==> config.mk <==
export PLATFORM = sky130hd
export DESIGN_NAME = pe_accum_bank_flat
export DESIGN_NICKNAME = d
export VERILOG_FILES = /design/src/rtl/pe_accum_bank_if.sv /design/src/rtl/pe_accum_bank.sv /design/src/flat_wrapper.sv
export SDC_FILE = /design/constraint.sdc
export NUM_CORES = 1
export LEC_CHECK = 0
export CAP_MARGIN = 20
export CORE_MARGIN = 5
export CORE_UTILIZATION = 56
export DETAILED_ROUTE_END_ITERATION = 16
export GPL_TIMING_DRIVEN = 0
export PLACE_DENSITY = 0.86
export SETUP_SLACK_MARGIN = 0.02
export SLEW_MARGIN = 20
export SYNTH_ARGS = -nofsm -noshare
export SYNTH_HDL_FRONTEND = slang
export SYNTH_SLANG_ARGS = --single-unit
==> constraint.sdc <==
create_clock -name clock -period 5.8 [get_ports clock]
set_input_delay 1.16 -clock clock [delete_from_list [all_inputs] [get_ports clock]]
set_output_delay 1.16 -clock clock [all_outputs]
set_load 0.01 [all_outputs]
==> src/rtl/pe_accum_bank_if.sv <==
// rtl/pe_accum_bank_if.sv - addend stream in, tagged result stream out, overflow status
interface pe_accum_bank_if #(
  parameter int IN_WIDTH    = 12,
  parameter int ACCUM_WIDTH = 16,
  parameter int NUM_ACCUM   = 24,
  parameter int FIFO_DEPTH  = 4
);
  localparam int SLOT_W = (NUM_ACCUM > 1) ? $clog2(NUM_ACCUM) : 1;
  localparam int FILL_W = $clog2(FIFO_DEPTH + 1);

  logic                          in_valid;
  logic                          in_ready;
  logic signed [IN_WIDTH-1:0]    in_data;
  logic                          in_first;
  logic                          in_last;
  logic                          out_valid;
  logic                          out_ready;
  logic signed [ACCUM_WIDTH-1:0] out_data;
  logic [SLOT_W-1:0]             out_slot;
  logic [FILL_W-1:0]             fill;
  logic                          clear_ovf;
  logic                          overflow;

  modport master (
    output in_valid, in_data, in_first, in_last, out_ready, clear_ovf,
    input  in_ready, out_valid, out_data, out_slot, fill, overflow
  );

  modport slave (
    input  in_valid, in_data, in_first, in_last, out_ready, clear_ovf,
    output in_ready, out_valid, out_data, out_slot, fill, overflow
  );
endinterface

==> src/rtl/pe_accum_bank.sv <==
// rtl/pe_accum_bank.sv - interleaved accumulator slots feeding a tagged result FIFO
module pe_accum_bank #(
  parameter int IN_WIDTH    = 12,
  parameter int ACCUM_WIDTH = 16,
  parameter int NUM_ACCUM   = 24,
  parameter int FIFO_DEPTH  = 4,
  parameter bit SATURATE    = 1
) (
  input  logic            clock,
  input  logic            reset,
  pe_accum_bank_if.slave  bus
);
  localparam int SLOT_W = (NUM_ACCUM > 1) ? $clog2(NUM_ACCUM) : 1;
  localparam int FILL_W = $clog2(FIFO_DEPTH + 1);
  localparam int PTR_W  = $clog2(FIFO_DEPTH);
  localparam int AW     = ACCUM_WIDTH;

  localparam logic [SLOT_W-1:0]    LAST_SLOT = SLOT_W'(NUM_ACCUM - 1);
  localparam logic [PTR_W-1:0]     LAST_PTR  = PTR_W'(FIFO_DEPTH - 1);
  localparam logic [FILL_W:0]      DEPTH_OCC = (FILL_W + 1)'(FIFO_DEPTH);
  localparam logic signed [AW-1:0] ACC_MAX   = {1'b0, {(AW - 1){1'b1}}};
  localparam logic signed [AW-1:0] ACC_MIN   = {1'b1, {(AW - 1){1'b0}}};

  logic [SLOT_W-1:0]    slot;
  logic signed [AW-1:0] acc [NUM_ACCUM];

  logic                 stage_valid;
  logic signed [AW-1:0] stage_data;
  logic [SLOT_W-1:0]    stage_slot;

  logic signed [AW-1:0] fifo_data [FIFO_DEPTH];
  logic [SLOT_W-1:0]    fifo_slot [FIFO_DEPTH];
  logic [PTR_W-1:0]     wptr;
  logic [PTR_W-1:0]     rptr;
  logic [FILL_W-1:0]    count;
  logic                 ovf_q;

  logic                 accept;
  logic                 push;
  logic                 pop;
  logic [FILL_W:0]      occ;
  logic signed [AW:0]   in_ext;
  logic signed [AW:0]   acc_ext;
  logic signed [AW:0]   sum;
  logic                 sum_ovf;
  logic signed [AW-1:0] new_val;

  // Staged result counts toward occupancy so a push can never land on a full FIFO.
  always_comb begin
    occ    = {1'b0, count} + {{FILL_W{1'b0}}, stage_valid};
    accept = bus.in_valid && bus.in_ready;
    push   = stage_valid;
    pop    = bus.out_valid && bus.out_ready;
  end

  assign bus.in_ready  = (occ < DEPTH_OCC);
  assign bus.out_valid = (count != '0);
  assign bus.out_data  = fifo_data[rptr];
  assign bus.out_slot  = fifo_slot[rptr];
  assign bus.fill      = count;
  assign bus.overflow  = ovf_q;

  // One guard bit is enough: both operands fit in AW signed bits.
  always_comb begin
    in_ext  = (AW + 1)'(bus.in_data);
    acc_ext = bus.in_first ? '0 : (AW + 1)'(acc[slot]);
    sum     = acc_ext + in_ext;
    sum_ovf = sum[AW] ^ sum[AW-1];
    new_val = sum[AW-1:0];
    if (sum_ovf && SATURATE) begin
      new_val = sum[AW] ? ACC_MIN : ACC_MAX;
    end
  end

  // Accumulator and data storage carry no reset; every slot is reloaded by in_first.
  always_ff @(posedge clock) begin
    if (accept) begin
      acc[slot] <= new_val;
    end
    if (accept && bus.in_last) begin
      stage_data <= new_val;
      stage_slot <= slot;
    end
    if (push) begin
      fifo_data[wptr] <= stage_data;
      fifo_slot[wptr] <= stage_slot;
    end
  end

  always_ff @(posedge clock) begin
    if (reset) begin
      slot        <= '0;
      stage_valid <= 1'b0;
      wptr        <= '0;
      rptr        <= '0;
      count       <= '0;
      ovf_q       <= 1'b0;
    end else begin
      if (accept) begin
        slot <= (slot == LAST_SLOT) ? '0 : slot + SLOT_W'(1);
      end
      stage_valid <= accept && bus.in_last;
      if (push) begin
        wptr <= (wptr == LAST_PTR) ? '0 : wptr + PTR_W'(1);
      end
      if (pop) begin
        rptr <= (rptr == LAST_PTR) ? '0 : rptr + PTR_W'(1);
      end
      case ({push, pop})
        2'b10:   count <= count + FILL_W'(1);
        2'b01:   count <= count - FILL_W'(1);
        default: count <= count;
      endcase
      // A new overflow wins over a simultaneous clear.
      if (accept && sum_ovf) begin
        ovf_q <= 1'b1;
      end else if (bus.clear_ovf) begin
        ovf_q <= 1'b0;
      end
    end
  end
endmodule

==> src/flat_wrapper.sv <==
// flat-port wrapper written by rule: the top's interface ports become plain ports
module pe_accum_bank_flat 
#(
  parameter int IN_WIDTH    = 12,
  parameter int ACCUM_WIDTH = 16,
  parameter int NUM_ACCUM   = 24,
  parameter int FIFO_DEPTH  = 4,
  parameter bit SATURATE    = 1
)
  (clock, reset, bus_in_valid, bus_in_data, bus_in_first, bus_in_last, bus_out_ready, bus_clear_ovf, bus_in_ready, bus_out_valid, bus_out_data, bus_out_slot, bus_fill, bus_overflow);
  pe_accum_bank_if #(.IN_WIDTH(IN_WIDTH), .ACCUM_WIDTH(ACCUM_WIDTH), .NUM_ACCUM(NUM_ACCUM), .FIFO_DEPTH(FIFO_DEPTH)) bus_i ();
  input  logic clock;
  input  logic reset;
  input wire logic [$bits(bus_i.in_valid)-1:0] bus_in_valid;
  input wire logic [$bits(bus_i.in_data)-1:0] bus_in_data;
  input wire logic [$bits(bus_i.in_first)-1:0] bus_in_first;
  input wire logic [$bits(bus_i.in_last)-1:0] bus_in_last;
  input wire logic [$bits(bus_i.out_ready)-1:0] bus_out_ready;
  input wire logic [$bits(bus_i.clear_ovf)-1:0] bus_clear_ovf;
  output wire logic [$bits(bus_i.in_ready)-1:0] bus_in_ready;
  output wire logic [$bits(bus_i.out_valid)-1:0] bus_out_valid;
  output wire logic [$bits(bus_i.out_data)-1:0] bus_out_data;
  output wire logic [$bits(bus_i.out_slot)-1:0] bus_out_slot;
  output wire logic [$bits(bus_i.fill)-1:0] bus_fill;
  output wire logic [$bits(bus_i.overflow)-1:0] bus_overflow;
  assign bus_i.in_valid = bus_in_valid;
  assign bus_i.in_data = bus_in_data;
  assign bus_i.in_first = bus_in_first;
  assign bus_i.in_last = bus_in_last;
  assign bus_i.out_ready = bus_out_ready;
  assign bus_i.clear_ovf = bus_clear_ovf;
  assign bus_in_ready = bus_i.in_ready;
  assign bus_out_valid = bus_i.out_valid;
  assign bus_out_data = bus_i.out_data;
  assign bus_out_slot = bus_i.out_slot;
  assign bus_fill = bus_i.fill;
  assign bus_overflow = bus_i.overflow;
  pe_accum_bank #(.IN_WIDTH(IN_WIDTH), .ACCUM_WIDTH(ACCUM_WIDTH), .NUM_ACCUM(NUM_ACCUM), .FIFO_DEPTH(FIFO_DEPTH), .SATURATE(SATURATE)) u_core (.clock(clock), .reset(reset), .bus(bus_i));
endmodule
* After elaboration in Yosys (flattened, before gate mapping)
Memories as Yosys holds them, arrays and structs flattened. A register that Yosys moved wholly into a read port is not among the register bits.
Index checks and enable logic that the tools add are counted.
** Storage, ports and cells
- Memories kept :: 3
- Word-level logic and storage cells :: 51
- Input port bits :: 19
- Register bits :: 35
- RAM bits :: 468
** Memory list
- u_core.acc :: depth 24, bits a word 16, read ports 1, clocked after memory_dff 1, write ports 1, line pe_accum_bank.sv:25 : logic signed [AW-1:0] acc [NUM_ACCUM];
- u_core.fifo_data :: depth 4, bits a word 16, read ports 1, clocked after memory_dff 1, write ports 1, line pe_accum_bank.sv:31 : logic signed [AW-1:0] fifo_data [FIFO_DEPTH];
- u_core.fifo_slot :: depth 4, bits a word 5, read ports 1, clocked after memory_dff 1, write ports 1, line pe_accum_bank.sv:32 : logic [SLOT_W-1:0] fifo_slot [FIFO_DEPTH];
** Cells by class
- Add/subtract/negate cells :: 7
- Bitwise operators :: 1
- Reduce and logical (&&, ||, !) cells :: 7
- Eq/ne operators :: 5
- $lt $le $gt $ge :: 1
- Muxes and demuxes :: 19
** Operators with widths (count)
- $mux 16 :: 2
- $add 17x12->17 :: 1
- $mux 17 :: 1
- $mux 5 :: 3
- $mux 2 :: 6
- $eq 2x2->1 const B :: 3
- $mux 1 :: 6
- $pmux 3 s2 :: 1
- $add 5x1->5 const B :: 1
- $eq 5x5->1 const B :: 1
- $add 2x1->2 const B :: 2
- $add 3x1->4 :: 1
- $logic_and 1x1->1 :: 4
- $lt 4x3->1 const B :: 1
- $reduce_bool 2->1 :: 2
- $add 3x1->3 const B :: 1
- $reduce_bool 3->1 :: 1
- $sub 3x1->3 const B :: 1
- $eq 2x1->1 const B :: 1
- $xor 1x1->1 :: 1

* Depth between registers and ports, before layout
Gate-level depths: netlist (run 1).
- Word-level depth :: 5
- Mapped depth :: 19
- Mapped depth without buffers :: 15

* Least setup slack after synthesis (run 1)
No wires, ideal clock.
- Kind :: register -> register
- From :: register with a tool-made name
- To :: memory u_core.acc[0][5] (netlist bit), data pin
- Arrival time :: 5037 ps
- Data required time :: 5400 ps
- Cell stages (with the launch flop) :: 15
- Slack :: 363 ps
- Buffers on the path :: 2
- Cell sequence :: dfxtp_1 clkbuf_1 buf_1 mux4_2 mux4_2 nor2_1 a211oi_1 ha_1 and2_4 a221o_1 o21bai_1 a31oi_4 o21ai_1 maj3_1 o21ai_0
** RTL lines (line)
- end: declaration :: pe_accum_bank.sv:25

==> results_dict.tcl, run 1 <==
set metrics [dict create \
    outcome "completed" \
    diodes 0 \
    synth_ff_type "edfxtp_1" \
    layout_min_cycle_time_ns 5.58 \
    place_ws_ns -0.913 \
    start_kind "register" \
    synth_mux_area_share_pct 15.6 \
    synth-adder-area-share_pct 1.94 \
    cts_root_buf "clkbuf_16" \
    drc 0 \
    nets 1189 \
    rr_worst_depth 14 \
    max_freq_mhz 179 \
    routabilityCongestion 0.915 \
    min_from "u_core.bus.overflow" \
    dp_hpwl_microns 29800 \
    final-setup-viol-count 0 \
    ys_seq_area_share_pct 74.2 \
    yosysTopAreaCellShare_pct 72.2 \
    via_count 10644 \
    synth-seq-cells 510 \
    async_flop_share_pct 0 \
    synth_nets 1051 \
    finalPower_mw 9.84 \
    ir_drop_uv 199 \
    layout.cells.non_filler 1639 \
    grt_pass1_wl_microns 69100 \
    clkLatencyLatePin_ns 0.57 \
    hold_buffers 0 \
    grt_usage_pct 22.8 \
    die_w_microns 201 \
    required_ns 5.91 \
    post-route-period-util_pct 96.2 \
    start_util_pct 56.9 \
    antenna_found_initial 0 \
    setup_slack_ns 0.220 \
    cts_tree "done" \
    die_y_microns 201 \
    place_inst 1547 \
    synth_compound_area_share_pct 3.21 \
    crit_fanout 12 \
    netlist_top_cells_count "edfxtp_1 (489), mux4_2 (133), nor2_1 (67)" \
    avgSynthCellArea_sq_um 20.3 \
    cp-end-kind "register" \
    rr_endpoint "u_core.acc[15][11]" \
    wl_per_cell_microns 28.1 \
    yosysWarnings 0 \
    cp.arrival_ns 5.69 \
    hold_class "reg -> reg" \
    drt_iter0_drc 1286 \
    worstHoldPathCells 2 \
    pwr_density_cell_nw_per_um2 418 \
    totalWireLength_microns 46000 \
    clk_pin_slew_ns 0.07 \
    cts_made_buffers 48 \
    maxSlewHeadroom_pct 26.8 \
    synth.most_common_cell "edfxtp_1" \
    cts_max_level 2 \
    dieArea_sq_um 40200 \
    finalClockSkew_ns 0.0253 \
    coreArea_sq_um 35700 \
    synth_cell_types 54 \
    critPathKind "reg -> reg" \
    firstDrtPassIters 5 \
    ios 46 \
    grt_setup_unrepaired "no" \
    drive_gt1_share_pct 26.9 \
    maxSlewViolCount 0 \
    p_leak_nw 7.45 \
    areaGrowthSynthToFinish_pct 15.8 \
    synth_top_family_by_area "multiplexers" \
    cts_num_sinks 510 \
    synthSimpleGateAreaFrac_pct 2.98 \
    synth_area_sq_um 20300 \
    via_per_inst 6.49 \
    synth-edff-count 489 \
    yosysTopAreaCell "edfxtp_1" \
    synthXorXnorAreaFrac_pct 0.689 \
    synth_cells 1004 \
    worstMarginPinSlew_ns 1.10 \
    synth.area.top_cells "edfxtp_1 (72%), mux4_2 (15%), dfxtp_1 (2.1%)" \
    grt_start_max_net_pins 26 \
    grt_pass1_vias 10935 \
    num_rows 69 \
    ant_nets 0 \
    io_buffer_count 44 \
    clk_path_buf_depth 3 \
    grt.overflow.total 0 \
    hold_end "u_core.bus.overflow" \
    hold_violations 0 \
    maxCapViolations 0 \
    ff2ff_setup_slack_ns 0.22 \
]
## layer usage
metal / track usage, % / wire (microns) / up-vias
li1: - / - / 4406
met1: 29.4 / 16200 / 5383
met2: 38.1 / 22800 / 680
met3: 4.25 / 4300 / 175
met4: 10.8 / 2710 / 0
met5: 0 / 0 / -
## flip-flops by register name (all words and copies together), names as in the netlist, named ones only
register             flops
u_core.rptr              2
u_core.push              1
u_core.acc             384
u_core.stage_slot        5
u_core.fifo_data        64
u_core.stage_data       16
u_core.slot              5
u_core.bus.overflow      1
u_core.wptr              2
u_core.bus.fill          3
u_core.fifo_slot        20
## area by class of cell
cell class                      count  area (sq um)
Sequential cell                   510         15100
Inverter                           19          71.3
Multi-Input combinational cell    428          5150
Buffer                             47           258
Clock inverter                     13          81.3
Fill cell                        2202         12200
Tap cell                          461           577
Timing Repair Buffer               88           955
Clock buffer                       73          1360
## report_power, final
group	switching (mW)	leakage, nW	internal [mW]
Sequential	0.0691	4.58	4.71
Combinational	1.37	2.16	0.803
Clock	1.28	0.699	1.61
Total	2.72	7.45	7.12
## critical path, stage by stage (launching register included)
cell and delay [ns]:
dfxtp_1 0.31, buf_1 0.57, clkbuf_2 0.46, mux4_2 0.32, nor2_1 0.06, a211oi_1 0.42
ha_1 0.36, and2_4 0.17, a221o_1 0.39, a221oi_4 0.42, o31ai_2 0.15, a221oi_4 0.38
nor2_1 0.11, o21ai_0 0.40, nand3b_1 0.58
## cells in the final DEF (no fill, tap or decap), types with 4 or more instances in the layout
| cell | Yosys | layout |
|---|---|---|
| a211oi_1 | 18 | 17 |
| a21oi_1 | 26 | 26 |
| and2_1 | 7 | 7 |
| buf_1 | 13 | 5 |
| buf_4 | 2 | 19 |
| buf_6 | 0 | 16 |
| buf_8 | 0 | 18 |
| clkbuf_1 | 29 | 35 |
| clkbuf_16 | 0 | 48 |
| clkbuf_2 | 0 | 9 |
| clkbuf_4 | 0 | 6 |
| clkbuf_8 | 0 | 6 |
| clkdlybuf4s50_1 | 0 | 44 |
| clkinv_1 | 0 | 4 |
| clkinv_2 | 0 | 5 |
| dfxtp_1 | 21 | 19 |
| edfxtp_1 | 489 | 489 |
| ha_1 | 26 | 26 |
| inv_1 | 19 | 19 |
| mux2i_1 | 18 | 17 |
| mux4_2 | 133 | 133 |
| nand2_1 | 31 | 31 |
| nand3_1 | 6 | 6 |
| nand3b_1 | 3 | 4 |
| nor2_1 | 67 | 46 |
| nor2_2 | 0 | 21 |
| o211ai_1 | 5 | 5 |
| o21ai_0 | 12 | 9 |
| or3_1 | 4 | 4 |
| xnor2_1 | 7 | 7 |
| xor2_1 | 9 | 9 |
## how the worst max path moves through the flow
stage | depth (start not counted) | start | endpoint | slack, ns
floorplan | 14 | register | u_core.acc[0][5] | 0.36
global placement | 15 | register | u_core.acc[2][5] | -1.83
detailed placement | 17 | register | u_core.acc[5][14] | -0.91
CTS | 18 | register | u_core.acc[4][7] | 0.03
global route | 16 | register | u_core.acc[3][8] | 0.03
finish | 14 | register | u_core.acc[15][11] | 0.22
## stage by stage
step | TNS [ns] | util, % | hold WS, ns | cell area (sq um)
3_3_place_gp | -445.59 | 59.8 | 0.460 | 21400
3_5_place_dp | -195.11 | 61.4 | 0.467 | 22000
4_1_cts | 0 | 65.7 | 0.479 | 23500
2_1_floorplan | 0 | - | 0.406 | 20300
6_report | 0 | 65.9 | 0.484 | 23600
5_1_grt | 0 | 65.9 | 0.506 | 23600
## cells by family (layout without fill, tap and decap cells)
group                      count (synthesis)  after routing
AOI/OAI and AO/OA                         93             94
xor gates and xnor gates                  16             16
adders and majority gates                 31             31
buffers and inverters                     68            240
DFF                                      510            510
muxes                                    151            151
and+or+nand+nor                          135            136
## timing repair
item                       in CTS  in global routing
setup endpoints to repair     390                292
gates cloned                    1                  1
gates resized for setup        37                 31
pin swaps                       2                  3
setup buffers                   1                  5
Power figures use the tool's default switching activity.
==> inputs of run 2 (changes only) <==
--- a/config.mk
+++ b/config.mk
@@ -8,6 +8,7 @@
 export CAP_MARGIN = 20
 export CORE_MARGIN = 5
 export CORE_UTILIZATION = 56
+export CTS_CLUSTER_DIAMETER = 40
 export DETAILED_ROUTE_END_ITERATION = 16
 export GPL_TIMING_DRIVEN = 0
 export PLACE_DENSITY = 0.86
==> run 2 against run 1 <==
Net effect:
- non-clock buffer count up 4
- utilization is 1.3 points higher
- sequential share of layout area is 1.2 points lower
- clock skew down 0.013 ns
==> results_dict.tcl, run 2 (same netlist as run 1, synthesis figures left out) <==
set metrics [dict create \
    drc 0 \
    cts_made_buffers 54 \
    ios 46 \
    whs_ns 0.479 \
    grt_usage_pct 23.2 \
    grt_pass1_vias 11050 \
    post-route-period-util_pct 97.7 \
    io_buffer_count 44 \
    grt.overflow.total 0 \
    grt_setup_unrepaired "no" \
    pwr_density_cell_nw_per_um2 435 \
    via_count 10656 \
    wl_per_cell_microns 28.2 \
    setup_slack_ns 0.133 \
    cp.arrival_ns 5.86 \
    clk_path_buf_depth 3 \
    areaGrowthSynthToFinish_pct 18.1 \
    worst-path-buf-inv 3 \
    totalWireLength_microns 46700 \
    hold_buffers 0 \
    antenna_found_initial 0 \
    cts_max_level 2 \
    clk_pin_slew_ns 0.06 \
    final_common_cell "edfxtp_1" \
    hold_class "reg -> reg" \
    p_leak_nw 7.66 \
    drive_gt1_share_pct 28.7 \
    cts_root_buf "clkbuf_16" \
    place_ws_ns -0.913 \
    required_ns 5.99 \
    cp-end-kind "register" \
    grt_start_max_net_pins 26 \
    dp_hpwl_microns 29800 \
    worst_path_max_delay_cell "o21ai_0" \
    nFillCells 2158 \
    layout_min_cycle_time_ns 5.67 \
    cpMostUsedCell "a31oi_4" \
    finalClockSkew_ns 0.0124 \
    multi_input_area_sq_um 5170 \
    drt_iter0_drc 1200 \
    postPlaceCellArea_sq_um 22000 \
    max_freq_mhz 176 \
    start_kind "register" \
    via_per_inst 6.43 \
    die_y_microns 201 \
    hold_violations 0 \
    utilization_pct 67.2 \
    maxSlewHeadroom_pct 19.2 \
    clkLatencyLatePin_ns 0.57 \
    seq_area_sq_um 15100 \
    diodes 0 \
    final_cell_mix "edfxtp_1 (489), mux4_2 (133), clkbuf_16 (55)" \
    nets 1199 \
    crit_fanout 12 \
    coreArea_sq_um 35700 \
    die_w_microns 201 \
    ir_drop_uv 242 \
    num_rows 69 \
    postLayoutCellArea_sq_um 24000 \
    slowest_delay_ns 0.95 \
    worstMarginPinSlew_ns 1.20 \
    top_register "u_core.acc" \
    dieArea_sq_um 40200 \
    cp_top_family "compound AO/OA/AOI/OAI gates" \
    final-setup-viol-count 0 \
    firstDrtPassIters 5 \
    cts_num_sinks 510 \
    routabilityCongestion 0.915 \
    largest_registers "u_core.acc x384, u_core.fifo_data x64, u_core.fifo_slot x20" \
    ff2ff_setup_slack_ns 0.13 \
    critical_path.cell_chain "clkbuf_1 > clkdlybuf4s15_2 > buf_2 > mux2i_1 > a211oi_1 > ha_1 > and2_4 > a221o_1 > o21bai_1 > a31oi_4 > o31ai_2 > o21ai_0 > a31oi_4" \
    start_util_pct 56.9 \
    ant_nets 0 \
    outcome "completed" \
    maxSlewViolCount 0 \
    cts_tree "done" \
    critPathKind "reg -> reg" \
    largest_reg_flops 384 \
    maxCapViolations 0 \
    grt_pass1_wl_microns 69900 \
]
==> run 2: changes by cell type in the layout (fill, tap and decap cells not counted), sizes merged <==
cell	delta
bufinv	+5
clkdlybuf4s15	+2
inv	+2
clkinv	+5
clkinvlp	+2
buf	+3
clkbuf	-1
==> run 2: cell type report <==
class / count / area share, %
sequential: 510 / 62.9
multi-input combinational: 428 / 21.5
clock buffer: 73 / 6.30
timing repair buffer: 92 / 4.23
tap: 461 / 2.40
clock inverter: 27 / 1.26
buffer: 47 / 1.11
inverter: 19 / 0.297
==> run 2: worst paths after layout <==
| path | start | endpoint | cells after the start |
|---|---|---|---|
| worst max-delay path | register | u_core.acc[3][8] | 13 |
| worst min-delay path | u_core.bus.overflow | u_core.bus.overflow | 2 |
| worst max register to register | register | u_core.acc[3][8] | 13 |
| worst min register to register | u_core.bus.overflow | u_core.bus.overflow | 2 |
==> run 2: worst min-delay path, cell delays in order, from the launching register on <==
cell      delay [ns]
dfxtp_1         0.31
nand2b_1        0.07
a21oi_1         0.06
==> run 2: timing repair <==
action,4_1_cts,5_1_grt
pin swaps,2,4
endpoints found under the setup margin,375,298
resized for setup,42,22
gates cloned,1,1
buffers inserted,1,8
==> run 2: stage by stage <==
step	power, mW	TNS, ns	cells
after detailed placement	6.87	-195.11	1547
after CTS	10.3	0	1648
after global placement	6.62	-445.59	1509
after global routing	10.8	0	1657
final	10.5	0	1657
after floorplan	5.99	0	1004
==> run 2: per-layer routing <==
| metal | part of all wire, % | global-route usage, % | up-vias |
|---|---|---|---|
| met5 | 0 | 0 | - |
| met3 | 8.6 | 4.07 | 152 |
| met2 | 50 | 39.4 | 640 |
| met1 | 35 | 29.5 | 5433 |
| met4 | 5.6 | 10.6 | 0 |
| li1 | - | - | 4431 |
==> run 2: where the power goes <==
part           total, mW  switching [mW]  internal [mW]
registers           4.78          0.0722           4.70
logic               2.23            1.38          0.849
clock network       3.45            1.38           2.06
==> inputs of run 3 (changes only) <==
--- a/config.mk
+++ b/config.mk
@@ -12,6 +12,7 @@
 export DETAILED_ROUTE_END_ITERATION = 16
 export GPL_TIMING_DRIVEN = 0
 export PLACE_DENSITY = 0.86
+export REMOVE_ABC_BUFFERS = 1
 export SETUP_SLACK_MARGIN = 0.02
 export SLEW_MARGIN = 20
 export SYNTH_ARGS = -nofsm -noshare
==> run 3 against run 2 <==
Net effect:
- die area is the same
- combinational power shrank 9%
- sequential share of layout area grew 0.70 points
- maximum frequency grew 5.6%
- routed wire length shrank 1.1%
- largest cell class unchanged
==> results_dict.tcl, run 3 (same netlist as run 1, synthesis figures left out) <==
set metrics [dict create \
    outcome "completed" \
    postPlaceCellArea_sq_um 21900 \
    drt_iter0_drc 1237 \
    routabilityCongestion 0.794 \
    top_register "u_core.acc" \
    max_freq_mhz 186 \
    grt.overflow.total 0 \
    slowest_delay_ns 0.55 \
    postLayoutCellArea_sq_um 23800 \
    required_ns 6.11 \
    maxSlewViolCount 0 \
    areaGrowthSynthToFinish_pct 16.9 \
    finalClockSkew_ns 0.0231 \
    pwr_density_cell_nw_per_um2 429 \
    critical_path.cell_chain "buf_16 > mux4_2 > mux4_2 > nor2_1 > a211oi_1 > ha_1 > and2_4 > a221o_1 > o21bai_1 > a31oi_4 > o21a_1 > or2b_2 > nor2_1 > a211o_2" \
    cp.arrival_ns 5.68 \
    worst_path_max_delay_cell "mux4_2" \
    grt_setup_unrepaired "no" \
    dieArea_sq_um 40200 \
    ios 46 \
    utilization_pct 66.5 \
    tns_ns 0 \
    die_w_microns 201 \
    cp_top_family "compound AO/OA/AOI/OAI gates" \
    grt_pass1_vias 10793 \
    hold_buffers 0 \
    crit_fanout 34 \
    via_per_inst 6.45 \
    layout_min_cycle_time_ns 5.37 \
    cts_max_level 2 \
    die_y_microns 201 \
    antenna_found_initial 1 \
    place_ws_ns -0.497 \
    maxCapViolations 0 \
    clkLatencyLatePin_ns 0.58 \
    start_kind "register" \
    via_count 10386 \
    start_util_pct 56.9 \
    largest_registers "u_core.acc x384, u_core.fifo_data x64, u_core.fifo_slot x20" \
    worst-path-buf-inv 1 \
    cts_made_buffers 53 \
    worstMarginPinSlew_ns 1.07 \
    final_common_cell "edfxtp_1" \
    hold_class "reg -> reg" \
    io_buffer_count 45 \
    dp_hpwl_microns 27500 \
    nets 1153 \
    clk_pin_slew_ns 0.06 \
    p_leak_nw 7.50 \
    final-setup-viol-count 0 \
    cts_tree "done" \
    firstDrtPassIters 5 \
    coreArea_sq_um 35700 \
    grt_pass1_wl_microns 68700 \
    drive_gt1_share_pct 28.0 \
    ir_drop_uv 257 \
    grt_start_max_net_pins 41 \
    wl_per_cell_microns 28.7 \
    clk_path_buf_depth 3 \
    num_rows 69 \
    hold_violations 0 \
    final_cell_mix "edfxtp_1 (489), mux4_2 (133), clkbuf_16 (55)" \
    post-route-period-util_pct 92.5 \
    drc 0 \
    cts_root_buf "clkbuf_16" \
    maxSlewHeadroom_pct 28.7 \
    grt_usage_pct 22.8 \
    cp-end-kind "register" \
    critPathKind "reg -> reg" \
    ant_nets 0 \
    largest_reg_flops 384 \
    totalWireLength_microns 46200 \
    setup_slack_ns 0.435 \
    diodes 0 \
    cts_num_sinks 510 \
]
## run 3: changes by cell type in the layout (fill, tap and decap cells not counted), moves of 4 or more
cell | before | now
clkbuf_1 | 27 | 9
buf_16 | 0 | 5
dfxtp_1 | 20 | 16
buf_8 | 19 | 11
buf_6 | 16 | 20
buf_1 | 5 | 0
clkbuf_2 | 9 | 0
clkbuf_8 | 7 | 1
clkbuf_4 | 5 | 0
buf_4 | 20 | 12
## run 3: worst paths after layout
check,from,to,slack (ns),cells past startpoint
worst max-delay path,register,u_core.acc[3][3],0.43,14
worst min-delay path,u_core.bus.overflow,u_core.bus.overflow,0.47,2
worst max register to register,register,u_core.acc[3][3],0.43,14
worst min register to register,u_core.bus.overflow,u_core.bus.overflow,0.47,2
## run 3: area by class of cell
| cell class | instances | area, sq um |
|---|---|---|
| tap | 461 | 577 |
| clock inverter | 34 | 328 |
| timing repair buffer | 94 | 1090 |
| inverter | 19 | 71.3 |
| sequential | 510 | 15100 |
| fill | 2154 | 12000 |
| multi-input combinational | 428 | 5170 |
| clock buffer | 65 | 1420 |
## run 3: routing by layer
metal	GRT usage [%]	vias up	share of wire, %
li1	-	4336	-
met1	28.8	5378	35
met2	40.6	563	53
met3	4.46	109	8.4
met4	6.98	0	3.3
met5	0	-	0
## run 3: stage by stage
step	std cells	hold slack, ns	power [mW]
after floorplan	955	0.447	6.01
after global placement	1461	0.460	6.55
after detailed placement	1502	0.466	6.76
after CTS	1606	0.472	10.2
after global routing	1611	0.522	10.6
final	1611	0.467	10.2
## run 3: what timing repair did
action | CTS | global route
endpoints found under the setup margin | 228 | 116
cloned | 1 | 1
pin swaps | 2 | 2
gates resized for setup | 6 | 7
setup buffers | 4 | 3
## run 3: power breakdown
part	total, mW	switching [mW]	internal [mW]
Combinational	2.04	1.26	0.779
Clock	3.36	1.41	1.95
Sequential	4.81	0.102	4.70
Total	10.2	2.77	7.44
## run 3: tightest hold or removal path: stages, from the launching register on
cell and delay, ns:
dfxtp_1 0.31, nand2b_1 0.06, a21oi_1 0.05
